<file path="src/rtl/deser_lanes.sv">
// Multi-lane IDDR deserializer that hunts for the frame word at either bit phase and emits one word per lane per frame.
// Optional build macro DESER_PATTERN_CHECK_EN adds test_pattern / pat_err_cnt for ADC test-pattern checking.
module deser_lanes #(
  parameter int                   NUM_LANES     = 2,
  parameter int                   WORD_BITS     = 8,
  parameter logic [WORD_BITS-1:0] FRAME_PATTERN = 8'hF0,
  parameter int                   MAX_MISS      = 4
) (
  input  logic                           clk,
  input  logic                           rst,
  input  logic [NUM_LANES-1:0]           d_rise,
  input  logic [NUM_LANES-1:0]           d_fall,
  input  logic                           fr_rise,
  input  logic                           fr_fall,
  input  logic                           resync,
  output logic [NUM_LANES*WORD_BITS-1:0] q,
  output logic                           q_valid,
  output logic                           locked,
  output logic                           slip,
  output logic [7:0]                     miss_cnt
`ifdef DESER_PATTERN_CHECK_EN
  ,
  input  logic [WORD_BITS-1:0]           test_pattern,
  output logic [15:0]                    pat_err_cnt
`endif
);

  localparam int WPC = WORD_BITS / 2;
  localparam int CW  = (WPC > 1) ? $clog2(WPC) : 1;

  typedef enum logic {SEARCH = 1'b0, LOCKED = 1'b1} state_t;

  state_t                                 state, state_nx;
  logic [WORD_BITS:0]                     fr_sr_p0;
  logic [NUM_LANES-1:0][WORD_BITS:0]      lane_sr_p0;
  logic [CW-1:0]                          cnt, cnt_nx;
  logic [3:0]                             consec, consec_nx;
  logic                                   slip_nx, emit, miss_hit;
  logic                                   even_match, odd_match, frame_ok;
  logic [NUM_LANES*WORD_BITS-1:0]         q_nx;

  function automatic logic [7:0] sat_inc8(input logic [7:0] a);
    return (a == 8'hFF) ? a : a + 8'd1;
  endfunction

  function automatic logic [CW-1:0] wrap_inc(input logic [CW-1:0] a);
    return (a == CW'(WPC - 1)) ? '0 : a + CW'(1);
  endfunction

  function automatic logic [WORD_BITS-1:0] win(input logic [WORD_BITS:0] sr, input logic odd);
    return odd ? sr[WORD_BITS:1] : sr[WORD_BITS-1:0];
  endfunction

  assign even_match = (fr_sr_p0[WORD_BITS-1:0] == FRAME_PATTERN);
  assign odd_match  = (fr_sr_p0[WORD_BITS:1]   == FRAME_PATTERN);
  assign frame_ok   = (win(fr_sr_p0, slip)     == FRAME_PATTERN);

  always_ff @(posedge clk) begin
    if (rst) state <= SEARCH;
    else     state <= state_nx;
  end

  always_comb begin
    state_nx  = state;
    slip_nx   = slip;
    cnt_nx    = cnt;
    consec_nx = consec;
    emit      = 1'b0;
    miss_hit  = 1'b0;
    case (state)
      SEARCH: begin
        if (even_match) begin
          state_nx = LOCKED;
          slip_nx  = 1'b0;
          cnt_nx   = CW'(1);
          emit     = 1'b1;
        end else if (odd_match) begin
          state_nx = LOCKED;
          slip_nx  = 1'b1;
          cnt_nx   = CW'(1);
          emit     = 1'b1;
        end
      end
      LOCKED: begin
        cnt_nx = wrap_inc(cnt);
        if (cnt == '0) begin
          if (frame_ok) begin
            emit      = 1'b1;
            consec_nx = '0;
          end else begin
            miss_hit = 1'b1;
            if (consec == 4'(MAX_MISS - 1)) begin
              state_nx  = SEARCH;
              consec_nx = '0;
            end else begin
              consec_nx = consec + 4'd1;
            end
          end
        end
      end
      default: state_nx = SEARCH;
    endcase
    // resync wins over any boundary or match decided above
    if (resync) begin
      state_nx  = SEARCH;
      slip_nx   = slip;
      cnt_nx    = cnt;
      consec_nx = '0;
      emit      = 1'b0;
      miss_hit  = 1'b0;
    end
  end

  always_comb begin
    q_nx = '0;
    for (int i = 0; i < NUM_LANES; i++)
      q_nx[i*WORD_BITS +: WORD_BITS] = win(lane_sr_p0[i], slip_nx);
  end

  // p0: bit-pair shift registers; output stage: word register and control
  always_ff @(posedge clk) begin
    if (rst) begin
      fr_sr_p0   <= '0;
      lane_sr_p0 <= '0;
      q          <= '0;
      q_valid    <= 1'b0;
      locked     <= 1'b0;
      slip       <= 1'b0;
      cnt        <= '0;
      consec     <= '0;
      miss_cnt   <= '0;
    end else begin
      fr_sr_p0 <= {fr_sr_p0[WORD_BITS-2:0], fr_rise, fr_fall};
      for (int i = 0; i < NUM_LANES; i++)
        lane_sr_p0[i] <= {lane_sr_p0[i][WORD_BITS-2:0], d_rise[i], d_fall[i]};
      q_valid <= emit;
      if (emit) q <= q_nx;
      locked  <= (state_nx == LOCKED);
      slip    <= slip_nx;
      cnt     <= cnt_nx;
      consec  <= consec_nx;
      if (miss_hit) miss_cnt <= sat_inc8(miss_cnt);
    end
  end

`ifdef DESER_PATTERN_CHECK_EN
  logic [15:0] n_err;

  function automatic logic [15:0] sat_add16(input logic [15:0] a, input logic [15:0] b);
    logic [16:0] s;
    s = {1'b0, a} + {1'b0, b};
    return s[16] ? 16'hFFFF : s[15:0];
  endfunction

  always_comb begin
    n_err = '0;
    for (int i = 0; i < NUM_LANES; i++)
      if (q_nx[i*WORD_BITS +: WORD_BITS] != test_pattern) n_err = n_err + 16'd1;
  end

  always_ff @(posedge clk) begin
    if (rst || resync) pat_err_cnt <= '0;
    else if (emit)     pat_err_cnt <= sat_add16(pat_err_cnt, n_err);
  end
`endif

endmodule

</file>
<file path="config.mk">
export PLATFORM = sky130hd
export DESIGN_NAME = deser_lanes
export DESIGN_NICKNAME = d
export VERILOG_FILES = /design/src/rtl/deser_lanes.sv
export SDC_FILE = /design/constraint.sdc
export NUM_CORES = 1
export LEC_CHECK = 0
export CAP_MARGIN = 5
export CELL_PAD_IN_SITES_DETAIL_PLACEMENT = 0
export CELL_PAD_IN_SITES_GLOBAL_PLACEMENT = 2
export CORE_ASPECT_RATIO = 1.4
export CORE_MARGIN = 8
export CORE_UTILIZATION = 35
export CTS_BUF_LIST = sky130_fd_sc_hd__clkbuf_4 sky130_fd_sc_hd__clkbuf_8
export DETAILED_ROUTE_END_ITERATION = 10
export PLACE_DENSITY_LB_ADDON = 0.08
export SYNTH_ARGS = -nofsm -noshare
export SYNTH_HDL_FRONTEND = slang
export SYNTH_SLANG_ARGS = --single-unit
</file>
<file path="constraint.sdc">
create_clock -name clk -period 2.1 [get_ports clk]
set_input_delay 0.42 -clock clk [delete_from_list [all_inputs] [get_ports clk]]
set_output_delay 0.42 -clock clk [all_outputs]
set_load 0.02 [all_outputs]
</file>
==> results of run 1 <==
-- cells in the mapped netlist, types with 2 or more instances --
cell type | n | share of area, %
o21ai_0 | 5 | 1.1
inv_1 | 5 | 0.80
nand2b_1 | 4 | 1.1
a22oi_1 | 2 | 0.64
mux2i_1 | 17 | 7.2
a21oi_1 | 5 | 1.1
ha_1 | 4 | 2.1
nand2_1 | 5 | 0.80
nor3_1 | 4 | 0.85
o21ai_1 | 2 | 0.43
dfxtp_1 | 60 | 51
clkbuf_1 | 10 | 1.6
nor2b_1 | 30 | 8.0
a211oi_1 | 20 | 6.4
nor2_1 | 26 | 4.1
xnor2_1 | 3 | 1.1
nor4_1 | 3 | 0.80
or3_1 | 4 | 1.1
nand3_1 | 4 | 0.85
-- flip-flops by register name (all words and copies together), names as in the netlist --
name        cells
q              16
fr_sr_p0        9
locked          1
cnt             2
q_valid         1
slip            1
consec          4
miss_cnt        8
lane_sr_p0     18
-- layout make-up --
| type | instances | area, µm² |
|---|---|---|
| Fill cell | 667 | 3540 |
| Sequential cell | 60 | 1200 |
| Multi-Input combinational cell | 155 | 1060 |
| Timing Repair Buffer | 44 | 450 |
| Clock buffer | 12 | 159 |
| Tap cell | 74 | 92.6 |
| Clock inverter | 4 | 47.5 |
| Inverter | 5 | 18.8 |
-- cell usage in the layout (no fill, tap or decap), types with 2 or more instances in the layout --
cell / n
clkdlybuf4s50_1: 34
inv_1: 5
a211oi_1: 20
nor2_1: 26
clkbuf_8: 11
a21oi_1: 5
nor2b_1: 30
o21ai_1: 2
o21ai_0: 5
nand2b_1: 4
xnor2_1: 3
a22oi_1: 2
nor3_1: 4
ha_1: 4
nand3_1: 4
buf_4: 6
mux2i_1: 17
clkinv_2: 2
nand2_1: 5
or3_1: 4
dfxtp_1: 60
buf_12: 3
nor4_1: 3
-- worst max-delay path, delay by kind of cell --
family | cells | cell delay, ns
AO/OA/AOI/OAI | 2 | 0.30
buffers and inverters | 2 | 0.63
AND/OR/NAND/NOR | 2 | 0.56
multiplexers | 1 | 0.25
-- metrics by stage --
stage | power, W | worst slack (ns) | std cells
after floorplan | 0.00130 | 0.264 | 233
after global placement | 0.00134 | -0.199 | 338
after detailed placement | 0.00134 | -0.164 | 338
after CTS | 0.00241 | 0.167 | 354
after global routing | 0.00247 | 0.0305 | 354
final | 0.00237 | 0.167 | 354
-- worst max path at each step --
stage	from	end	slack, ns	cells after the start
6_report	resync	q[11]	0.17	7
5_1_grt	resync	q[0]	0.03	7
4_1_cts	resync	q[11]	0.17	7
3_5_place_dp	resync	q[11]	-0.16	7
3_3_place_gp	resync	q[11]	-0.20	7
2_1_floorplan	slip	miss_cnt[1]	0.26	6
-- per-layer routing --
metal / up-vias / wire length (µm)
met5: - / 0
met4: 0 / 102
met3: 9 / 223
met2: 31 / 2530
met1: 840 / 2230
li1: 896 / -
-- power groups by stage --
stage	registers, W	clock network (W)	logic, W
after floorplan	0.00119	0	0.000105
after global placement	0.00120	0	0.000140
after detailed placement	0.00120	0	0.000140
after CTS	0.00117	0.00110	0.000142
after global routing	0.00117	0.00115	0.000151
final	0.00117	0.00106	0.000139
-- cells by family after synthesis --
| logic type | synth area share (%) |
|---|---|
| simple gates | 20.7 |
| flops | 51.1 |
| compound gates | 13.4 |
| buf+inv | 3.94 |
| mux | 7.23 |
| xor+xnor | 1.49 |
| fa+ha+maj | 2.13 |
==> impl_table.tex, run 1 <==
\begin{tabular}{lr}
\hline
Metric & Value \\
\hline
\multicolumn{2}{l}{\textbf{Yosys}} \\
\quad Post-synthesis cell count & 233 \\
\quad Count of distinct cell types in the synthesized netlist & 39 \\
\quad Share of async-settable or async-resettable flops after synthesis & 0\% \\
\quad Mapped Nets & 246 \\
\quad Sequential share of the synthesized area & 51.1\% \\
\quad Main synth FF type & dfxtp\_1 \\
\quad Flops \& latches, synth & 60 \\
\quad Number of synthesized flops with an enable pin & 0 \\
\quad Mean instance size in the synthesized netlist & 10.1 µm² \\
\quad Number of warning messages in the yosys log & 0 \\
\quad Area of the mapped netlist & 2350 µm² \\
\multicolumn{2}{l}{\textbf{Critical path}} \\
\quad Cell depth of the worst flop-to-flop path & 6 \\
\quad Library cell contributing the largest single delay on the critical path & clkdlybuf4s50\_1 \\
\quad Cell-by-cell trace of the critical path & clkdlybuf4s50\_1 > or2\_0 > or3\_1 > o221ai\_2 > buf\_12 > mux2i\_1 > a211oi\_1 \\
\quad Critical path's largest stage delay & 0.42 ns \\
\quad Endpoint kind of the worst setup timing path & flip-flop \\
\quad Critical path required time & 2.31 ns \\
\quad Startpoint type of the worst setup path & input port \\
\quad Reg2Reg Launch Point & fr\_sr\_p0[2] \\
\quad Setup Crit Path Kind & input port to flip-flop \\
\quad Arrival time at the worst endpoint & 2.15 ns \\
\quad Peak fanout along the critical path & 17 \\
\quad End of the worst register-to-register path & q[11] \\
\quad Register-to-register path setup slack & 0.24 ns \\
\multicolumn{2}{l}{\textbf{Floorplanning}} \\
\quad Die Wd & 85.3 µm \\
\quad Floorplan core area & 6570 µm² \\
\quad Die outline area & 9640 µm² \\
\quad Initial core utilization & 35.8\% \\
\quad DIE HEIGHT & 113 µm \\
\quad Number of ports placed on the die boundary & 36 \\
\quad FP Rows & 35 \\
\multicolumn{2}{l}{\textbf{Final layout}} \\
\quad Post-route cell area & 3030 µm² \\
\quad Utilization after layout & 46.1\% \\
\quad Post-layout nets & 288 \\
\quad Post-synthesis to final-layout area growth & 28.7\% \\
\quad Diodes inserted & 0 \\
\quad Share of post-route cells with drive strength above 1 & 10.4\% \\
\multicolumn{2}{l}{\textbf{Global route}} \\
\quad Antenna violations before repair & 0 \\
\quad GR peak layer & met2 \\
\quad Met3 Use GR & 2.76\% \\
\quad Met2 global-route usage & 18.6\% \\
\quad Total gr overflow & 0 \\
\quad Via count of the first global-routing pass & 1,823 \\
\quad Overall global routing resource usage & 11.0\% \\
\quad Pin count of the biggest net entering global routing & 61 \\
\quad First-pass GRT wire length & 8510 µm \\
\quad Met1 Track Usage GR & 12.0\% \\
\multicolumn{2}{l}{\textbf{Clocking}} \\
\quad Setup Fix Bufs, Post-CTS & 0 \\
\quad Buffer type at the clock tree root & clkbuf\_8 \\
\quad Maximum count of clock buffers along a single path & 2 \\
\quad H-tree level count & 3 \\
\quad Clk pin slew, worst setup/hold paths & 0.07 ns \\
\quad Insertion delay to the later sink of the worst-skew pair & 0.33 ns \\
\quad Clock sink count & 60 \\
\quad Inserted Clock Buffers & 9 \\
\quad Post\_cts resized & 0 \\
\quad Clock tree from TritonCTS & done \\
\quad Hold buffer count at cts & 0 \\
\multicolumn{2}{l}{\textbf{Timing}} \\
\quad Relative slew slack & 71.6\% \\
\quad Final hold violation count & 0 \\
\quad Final clock period utilization by the worst path & 92.0\% \\
\quad Slew @ Worst Pin & 0.422 ns \\
\quad Final sum of negative setup slack & 0 ns \\
\quad Worst-case hold slack & 0.465 ns \\
\quad Max-slew violation count & 0 \\
\quad Setup repair after global routing missed its margin & false \\
\quad Tmin final & 1.93 ns \\
\quad Achievable Freq & 517 MHz \\
\quad Endpoints failing setup & 0 \\
\quad Final Skew & 0.00894 ns \\
\multicolumn{2}{l}{\textbf{Route}} \\
\quad Routed wire length & 5090 µm \\
\quad Wire length per cell & 14.4 µm \\
\quad Via-per-instance ratio & 5.02 \\
\quad Vias post-DR & 1,776 \\
\quad Iter 0 DRT Violations & 64 \\
\quad Post-DRT Antenna Nets & 0 \\
\quad Pre-Repair DR Iteration Count & 4 \\
\quad DRC violations left & 0 \\
\multicolumn{2}{l}{\textbf{Worst hold path}} \\
\quad Kind of path behind the tightest hold check & flip-flop to flip-flop \\
\quad Start point of the worst hold path & lane\_sr\_p0[0] \\
\quad Hold endpoint & lane\_sr\_p0[2] \\
\quad Worst Hold Path Cells & 1 \\
\multicolumn{2}{l}{\textbf{Pwr}} \\
\quad Clock power frac & 44.9\% \\
\quad Switching power of the nets & 0.000521 W \\
\quad Int Pwr & 0.00185 W \\
\quad Power density relative to cell area & 783 nW/µm² \\
\quad Sequential fraction of design power & 49.3\% \\
\quad Maximum vdd ir drop & 0.000415 V \\
\quad Standby leakage power & 1.06 nW \\
\quad Switching part of the total & 21.9\% \\
\quad Part of the power in combinational logic & 5.8\% \\
\multicolumn{2}{l}{\textbf{Outcome}} \\
\quad Result of the run & complete, no violations \\
\multicolumn{2}{l}{\textbf{Place}} \\
\quad Placed Instance Area & 2820 µm² \\
\quad Final weighted congestion of routability-driven global placement & 0.691 \\
\quad Count of input and output buffers & 35 \\
\quad Detail Placement HPWL & 3390 µm \\
\multicolumn{2}{l}{\textbf{Flow run}} \\
\quad Reported max-cap violation count & 0 \\
\hline
\end{tabular}
No activity file was read; power rests on OpenSTA's default activity.
==> run 2: changes to the inputs <==
- CTS_CLUSTER_DIAMETER: not set -> 120
==> results of run 2 <==
The final DEF is identical to that of run 1; final timing and power are the same.
